[src/rtl/boot_ctrl_regs_if.sv]
// Host register bus for the boot controller: one write port with byte
// enables and one read port with a registered read-data return.
interface boot_ctrl_regs_if;
    logic [15:0] WRADDR;
    logic [3:0]  BYTEEN;
    logic        WREN;
    logic [31:0] WDATA;
    logic [15:0] RDADDR;
    logic        RDEN;
    logic [31:0] RDATA;

    modport master (
        output WRADDR, BYTEEN, WREN, WDATA, RDADDR, RDEN,
        input  RDATA
    );

    modport slave (
        input  WRADDR, BYTEEN, WREN, WDATA, RDADDR, RDEN,
        output RDATA
    );
endinterface

[src/rtl/boot_ctrl_regs.sv]
// BOOTCTRL register window: latches DRAM base / entry PC and sequences the
// CPU core through HOLD -> timed reset PULSE -> RUN.
module boot_ctrl_regs #(
    parameter logic [15:0] BASE_ADDR    = 16'h1000,
    parameter int unsigned RST_CYCLES   = 16,
    parameter logic [31:0] DRAMBASE_RST = 32'h0000_0000,
    parameter logic [31:0] ENTRYPC_RST  = 32'h0000_0000
) (
    input  logic              ACLK,
    input  logic              ARESET,
    boot_ctrl_regs_if.slave   bus,
    output logic              cpu_rst,
    output logic [31:0]       cpu_dram_base,
    output logic [31:0]       cpu_entry_pc,
    output logic              cpu_running
);

    localparam logic [15:0] ADDR_STATUS   = BASE_ADDR;
    localparam logic [15:0] ADDR_CTRL     = BASE_ADDR + 16'h0004;
    localparam logic [15:0] ADDR_DRAMBASE = BASE_ADDR + 16'h0008;
    localparam logic [15:0] ADDR_ENTRYPC  = BASE_ADDR + 16'h000C;
    localparam logic [15:0] CNT_LOAD      = 16'(RST_CYCLES - 1);

    typedef enum logic [1:0] {
        ST_HOLD  = 2'd0,
        ST_PULSE = 2'd1,
        ST_RUN   = 2'd2
    } state_t;

    state_t      state_q, state_d;
    logic [15:0] cnt_q, cnt_d;
    logic        hold_q, hold_d;
    logic        cpu_rst_q, cpu_rst_d;
    logic        cpu_running_q, cpu_running_d;
    logic [7:0]  start_count_q, start_count_d;
    logic [31:0] dram_q, dram_d;
    logic [31:0] entry_q, entry_d;
    logic [31:0] cpu_dram_q, cpu_dram_d;
    logic [31:0] cpu_entry_q, cpu_entry_d;
    logic [31:0] rdata_q, rdata_d;

    logic        wr_ctrl, wr_dram, wr_entry;
    logic        hold_set, start_acc;
    logic [31:0] rd_val;
    logic [31:0] status_val;

    assign wr_ctrl  = bus.WREN && (bus.WRADDR == ADDR_CTRL);
    assign wr_dram  = bus.WREN && (bus.WRADDR == ADDR_DRAMBASE);
    assign wr_entry = bus.WREN && (bus.WRADDR == ADDR_ENTRYPC);

    // Byte-lane merge of the two address registers.
    genvar gi;
    generate
        for (gi = 0; gi < 4; gi++) begin : g_lane
            assign dram_d[8*gi +: 8]  = (wr_dram && bus.BYTEEN[gi])
                                        ? bus.WDATA[8*gi +: 8] : dram_q[8*gi +: 8];
            assign entry_d[8*gi +: 8] = (wr_entry && bus.BYTEEN[gi])
                                        ? bus.WDATA[8*gi +: 8] : entry_q[8*gi +: 8];
        end
    endgenerate

    assign status_val = {16'h0000, start_count_q, 2'b00, state_q, 1'b0,
                         cpu_running_q, cpu_rst_q, hold_q};

    // A START is only honoured when the same write leaves HOLD_RESET at 0.
    always_comb begin
        hold_d    = hold_q;
        hold_set  = 1'b0;
        start_acc = 1'b0;
        if (wr_ctrl && bus.BYTEEN[0]) begin
            hold_d    = bus.WDATA[0];
            hold_set  = bus.WDATA[0];
            start_acc = bus.WDATA[1] & ~bus.WDATA[0];
        end
    end

    always_comb begin
        state_d = state_q;
        cnt_d   = cnt_q;
        if (hold_set) begin
            state_d = ST_HOLD;
            cnt_d   = 16'h0000;
        end else if (start_acc) begin
            state_d = ST_PULSE;
            cnt_d   = CNT_LOAD;
        end else begin
            case (state_q)
                ST_PULSE: begin
                    if (cnt_q == 16'h0000) begin
                        state_d = ST_RUN;
                    end else begin
                        cnt_d = cnt_q - 16'h0001;
                    end
                end
                ST_RUN:  state_d = ST_RUN;
                default: state_d = ST_HOLD;
            endcase
        end
        cpu_rst_d     = (state_d != ST_RUN);
        cpu_running_d = (state_d == ST_RUN);
    end

    // The core-facing copies only move on an accepted START, and take the
    // post-write register contents.
    always_comb begin
        start_count_d = start_acc ? start_count_q + 8'd1 : start_count_q;
        cpu_dram_d    = start_acc ? dram_d  : cpu_dram_q;
        cpu_entry_d   = start_acc ? entry_d : cpu_entry_q;
    end

    always_comb begin
        rd_val = 32'h0000_0000;
        case (bus.RDADDR)
            ADDR_STATUS:   rd_val = status_val;
            ADDR_CTRL:     rd_val = {31'h0, hold_q};
            ADDR_DRAMBASE: rd_val = dram_q;
            ADDR_ENTRYPC:  rd_val = entry_q;
            default:       rd_val = 32'h0000_0000;
        endcase
        rdata_d = bus.RDEN ? rd_val : rdata_q;
    end

    always_ff @(posedge ACLK or posedge ARESET) begin
        if (ARESET) begin
            state_q       <= ST_HOLD;
            cnt_q         <= 16'h0000;
            hold_q        <= 1'b1;
            cpu_rst_q     <= 1'b1;
            cpu_running_q <= 1'b0;
            start_count_q <= 8'h00;
            dram_q        <= DRAMBASE_RST;
            entry_q       <= ENTRYPC_RST;
            cpu_dram_q    <= DRAMBASE_RST;
            cpu_entry_q   <= ENTRYPC_RST;
            rdata_q       <= 32'h0000_0000;
        end else begin
            state_q       <= state_d;
            cnt_q         <= cnt_d;
            hold_q        <= hold_d;
            cpu_rst_q     <= cpu_rst_d;
            cpu_running_q <= cpu_running_d;
            start_count_q <= start_count_d;
            dram_q        <= dram_d;
            entry_q       <= entry_d;
            cpu_dram_q    <= cpu_dram_d;
            cpu_entry_q   <= cpu_entry_d;
            rdata_q       <= rdata_d;
        end
    end

    assign bus.RDATA     = rdata_q;
    assign cpu_rst       = cpu_rst_q;
    assign cpu_running   = cpu_running_q;
    assign cpu_dram_base = cpu_dram_q;
    assign cpu_entry_pc  = cpu_entry_q;

endmodule

[src/flat_wrapper.sv]
// flat-port wrapper written by rule: the top's interface ports become plain ports
module boot_ctrl_regs_flat 
#(
    parameter logic [15:0] BASE_ADDR    = 16'h1000,
    parameter int unsigned RST_CYCLES   = 16,
    parameter logic [31:0] DRAMBASE_RST = 32'h0000_0000,
    parameter logic [31:0] ENTRYPC_RST  = 32'h0000_0000
)
  (ACLK, ARESET, cpu_rst, cpu_dram_base, cpu_entry_pc, cpu_running, bus_WRADDR, bus_BYTEEN, bus_WREN, bus_WDATA, bus_RDADDR, bus_RDEN, bus_RDATA);
  boot_ctrl_regs_if bus_i ();
  input  logic ACLK;
  input  logic ARESET;
  output logic cpu_rst;
  output logic [31:0] cpu_dram_base;
  output logic [31:0] cpu_entry_pc;
  output logic cpu_running;
  input wire logic [$bits(bus_i.WRADDR)-1:0] bus_WRADDR;
  input wire logic [$bits(bus_i.BYTEEN)-1:0] bus_BYTEEN;
  input wire logic [$bits(bus_i.WREN)-1:0] bus_WREN;
  input wire logic [$bits(bus_i.WDATA)-1:0] bus_WDATA;
  input wire logic [$bits(bus_i.RDADDR)-1:0] bus_RDADDR;
  input wire logic [$bits(bus_i.RDEN)-1:0] bus_RDEN;
  output wire logic [$bits(bus_i.RDATA)-1:0] bus_RDATA;
  assign bus_i.WRADDR = bus_WRADDR;
  assign bus_i.BYTEEN = bus_BYTEEN;
  assign bus_i.WREN = bus_WREN;
  assign bus_i.WDATA = bus_WDATA;
  assign bus_i.RDADDR = bus_RDADDR;
  assign bus_i.RDEN = bus_RDEN;
  assign bus_RDATA = bus_i.RDATA;
  boot_ctrl_regs #(.BASE_ADDR(BASE_ADDR), .RST_CYCLES(RST_CYCLES), .DRAMBASE_RST(DRAMBASE_RST), .ENTRYPC_RST(ENTRYPC_RST)) u_core (.ACLK(ACLK), .ARESET(ARESET), .bus(bus_i), .cpu_rst(cpu_rst), .cpu_dram_base(cpu_dram_base), .cpu_entry_pc(cpu_entry_pc), .cpu_running(cpu_running));
endmodule
[config.mk]
export PLATFORM = sky130hd
export DESIGN_NAME = boot_ctrl_regs_flat
export DESIGN_NICKNAME = d
export VERILOG_FILES = /design/src/rtl/boot_ctrl_regs_if.sv /design/src/rtl/boot_ctrl_regs.sv /design/src/flat_wrapper.sv
export SDC_FILE = /design/constraint.sdc
export NUM_CORES = 1
export LEC_CHECK = 0
export ABC_AREA = 1
export CAP_MARGIN = 40
export CORE_MARGIN = 3
export CORE_UTILIZATION = 45
export CTS_CLUSTER_DIAMETER = 100
export DETAILED_ROUTE_END_ITERATION = 7
export PLACE_DENSITY = 0.7
export SKIP_LAST_GASP = 1
export SLEW_MARGIN = 40
export SYNTH_ARGS = -nofsm -noshare
export SYNTH_HDL_FRONTEND = slang
export SYNTH_SLANG_ARGS = --single-unit
[constraint.sdc]
create_clock -name ACLK -period 9.55 [get_ports ACLK]
set_input_delay 1.91 -clock ACLK [delete_from_list [all_inputs] [get_ports ACLK]]
set_output_delay 1.91 -clock ACLK [all_outputs]
set_load 0.02 [all_outputs]
==> results.ini <==
[status]
outcome = finished, final reports clean

[drt]
routedWlPerCell_um = 15.27
drt_wl_total_um = 24940
drcViolationCount = 0
via_count = 8145
ant_nets = 0
drtIter0Drc = 523
drt_first_pass_iters = 5
viasPerCell = 4.988

[global_routing]
grt.total_usage_pct = 22.55
grt_pass1_vias = 7923
grt.overflow.total = 0
grt_max_degree = 128
grt_pass1_wl_um = 40410
grt_antenna_before_repair = 1

[synthesis]
yosysUniqueCellTypes = 31
seq_area_frac_synth_pct = 50.55
syn_inst = 1198
synth-seq-cells = 189
syn_nets = 1274
ys_warn_count = 0
syn_area_um2 = 9361
syn_avg_cell_area_um2 = 7.814

[final_layout]
multi_input_area_um2 = 3799
drive_gt1_share_pct = 4.696
layout.nets = 1427
seq_area_um2 = 4732
n_antenna_cell = 0
area_growth_pct = 26.00
fillCellCount = 1864
postLayoutCoreUtil_pct = 57.92

[power_and_ir_drop]
total_power_uw = 1562
power_density_nw_per_um2 = 132.4
p_switching_uw = 366.5
power.share.switching_pct = 23.46
p_leak_uw = 0.006032
seqPwrFrac_pct = 51.2
p_int_uw = 1195
power.share.combinational_pct = 4.7
peakVddDrop_mv = 0.1101
clkPwrFrac_pct = 44.1

[critical_path]
worstPathArrival_ns = 5.16
critPathCaptureType = flop
critPathMaxFanout = 63
start_kind = input port
r2r_slack_ns = 7.27
crit_required_ns = 9.91
crit_type = input port to flop

[die]
die-area_um2 = 22570
core.rowCount = 52
core_area_um2 = 20360
ios = 170
die_w_um = 150.2
die_h_um = 150.2
initial_core_util_pct = 45.97

[clock_network]
cts-buffers-inserted = 17
cts_root_buf = clkbuf_16
clkTransAtPathRegs_ns = 0.07
htreeDepth = 4
cts.sinks = 189
clk_latency_ns = 0.43
postCtsSetupBuffers = 0
clockBufferDepth = 2
cts_tree = done
post_cts_resized = 0
cts_hold_buf = 0

[min_path]
hold_class = flop to flop

[timing]
setup_ws_ns = 4.744
tightest_slew_ns = 0.7718
rsz0062_at_grt = false
slew_headroom_pct = 48.39
setup_viol = 0
drv_slew = 0
fin_setup_tns_ns = 0
hold_viol_final = 0
fin_skew_ns = 0.007866
fmax_mhz = 208.1
period_share_pct = 50.32
fin_crit_ns = 4.806

[placement]
dpl.hpwl_um = 16770
port-buffer-count = 169
routabilityCongestion = 0.8175
place_ws_ns = 4.271

[run]
drv_cap = 0

-- area by class of cell --
cell class / count / area share (%)
Tap cell: 270 / 2.864
Timing Repair Buffer: 176 / 14.80
Clock buffer: 18 / 3.638
Inverter: 160 / 5.240
Multi-Input combinational cell: 807 / 32.21
Clock inverter: 13 / 1.135
Sequential cell: 189 / 40.12
-- cells by family after synthesis --
logic type               synth area share, %
XOR/XNOR                              0.8420
AND/OR/NAND/NOR                        31.80
adder cells (fa/ha/maj)               0.5346
AO/OA/AOI/OAI                          7.271
flip-flops                             50.55
buffers and inverters                  9.008
-- sequential cells by signal, summed over array words and instances (netlist names) --
name and count:
u_core.bus.RDATA 32, u_core.cnt_q 16, u_core.cpu_dram_base 32, u_core.cpu_entry_pc 32, u_core.cpu_rst 1, u_core.cpu_running 1
u_core.dram_q 32, u_core.entry_q 32, u_core.hold_q 1, u_core.start_count_q 8, u_core.state_q 2
-- through the flow --
step           cells  area, um^2  hold WS, ns
2_1_floorplan   1198        9361       0.4544
3_3_place_gp    1601       11210       0.4623
3_5_place_dp    1602       11230       0.4658
4_1_cts         1633       11790       0.4844
5_1_grt         1633       11800       0.4947
6_report        1633       11800       0.4793
-- placed cells by master (no fill, tap or decap), types with 4 or more instances in the layout --
cell and instances:
xor2_1 4, clkdlybuf4s50_1 169, nor2_2 5, o21ai_0 30
xnor2_1 5, o21a_1 62, nand2_1 413, buf_4 5
o21bai_1 5, clkbuf_16 17, inv_2 4, nand3_1 138
nand4_4 6, inv_1 154, ha_1 4, dfrtp_1 187
nor2_1 102, clkinvlp_4 5, nand4_1 14
-- worst max-delay path: stages --
cell and delay, ns:
clkdlybuf4s50_1 0.42, nor2_1 0.10, nand3_1 0.12, nor2_4 0.46, nand4_1 0.75, buf_4 0.61, clkinv_4 0.49, nand3_1 0.17
nand2_1 0.10
-- path summary, 6_finish.rpt --
check	start	end	cells past startpoint
max reg2reg	u_core.cnt_q[0]$_DFFE_PP0P_	u_core.cnt_q[1]$_DFFE_PP0P_	9
min in group asynchronous	ARESET	u_core.cpu_entry_pc[28]$_DFFE_PP0P_	2
min reg2reg	u_core.bus.RDATA[8]$_DFFE_PP0P_	u_core.bus.RDATA[8]$_DFFE_PP0P_	2
min	u_core.bus.RDATA[8]$_DFFE_PP0P_	u_core.bus.RDATA[8]$_DFFE_PP0P_	2
max in group asynchronous	ARESET	u_core.cpu_dram_base[15]$_DFFE_PP0P_	3
max	bus_WRADDR[15]	u_core.cpu_dram_base[4]$_DFFE_PP0P_	9
-- power by group through the flow --
| stage | combinational [uW] | clock [uW] | sequential [uW] |
|---|---|---|---|
| 6_report | 73.6 | 688 | 800 |
| 5_1_grt | 81.4 | 742 | 800 |
| 4_1_cts | 74.7 | 704 | 800 |
| 3_5_place_dp | 74.3 | 0 | 816 |
| 3_3_place_gp | 74.1 | 0 | 816 |
| 2_1_floorplan | 26.5 | 0 | 816 |
-- synth_stat cells (all sizes together) --
| cell | number | area share, % |
|---|---|---|
| nand2 | 415 | 17 |
| dfrtp | 187 | 50 |
| inv | 159 | 6.4 |
| nand3 | 139 | 7.5 |
| nor2 | 110 | 4.7 |
| o21a | 62 | 5.0 |
| o21ai | 33 | 1.8 |
| buf | 28 | 2.0 |
| nand4 | 22 | 2.6 |
| clkbuf | 14 | 0.56 |
| o21bai | 5 | 0.40 |
| xnor2 | 5 | 0.47 |
| ha | 4 | 0.53 |
| xor2 | 4 | 0.37 |
| nand3b | 3 | 0.24 |
| nor3 | 3 | 0.16 |
| dfstp | 2 | 0.56 |
| a21oi | 1 | 0.053 |
| clkinv | 1 | 0.094 |
| o211ai | 1 | 0.080 |
-- per-layer routing --
metal / vias up / global-route usage (%) / part of all wire, %
met2: 227 / 36.99 / 47
met1: 3840 / 30.47 / 45
li1: 4052 / - / -
met5: - / 0 / 0.080
met3: 24 / 6.261 / 6.3
met4: 2 / 4.071 / 1.2
(Power assumes the default switching activity.)
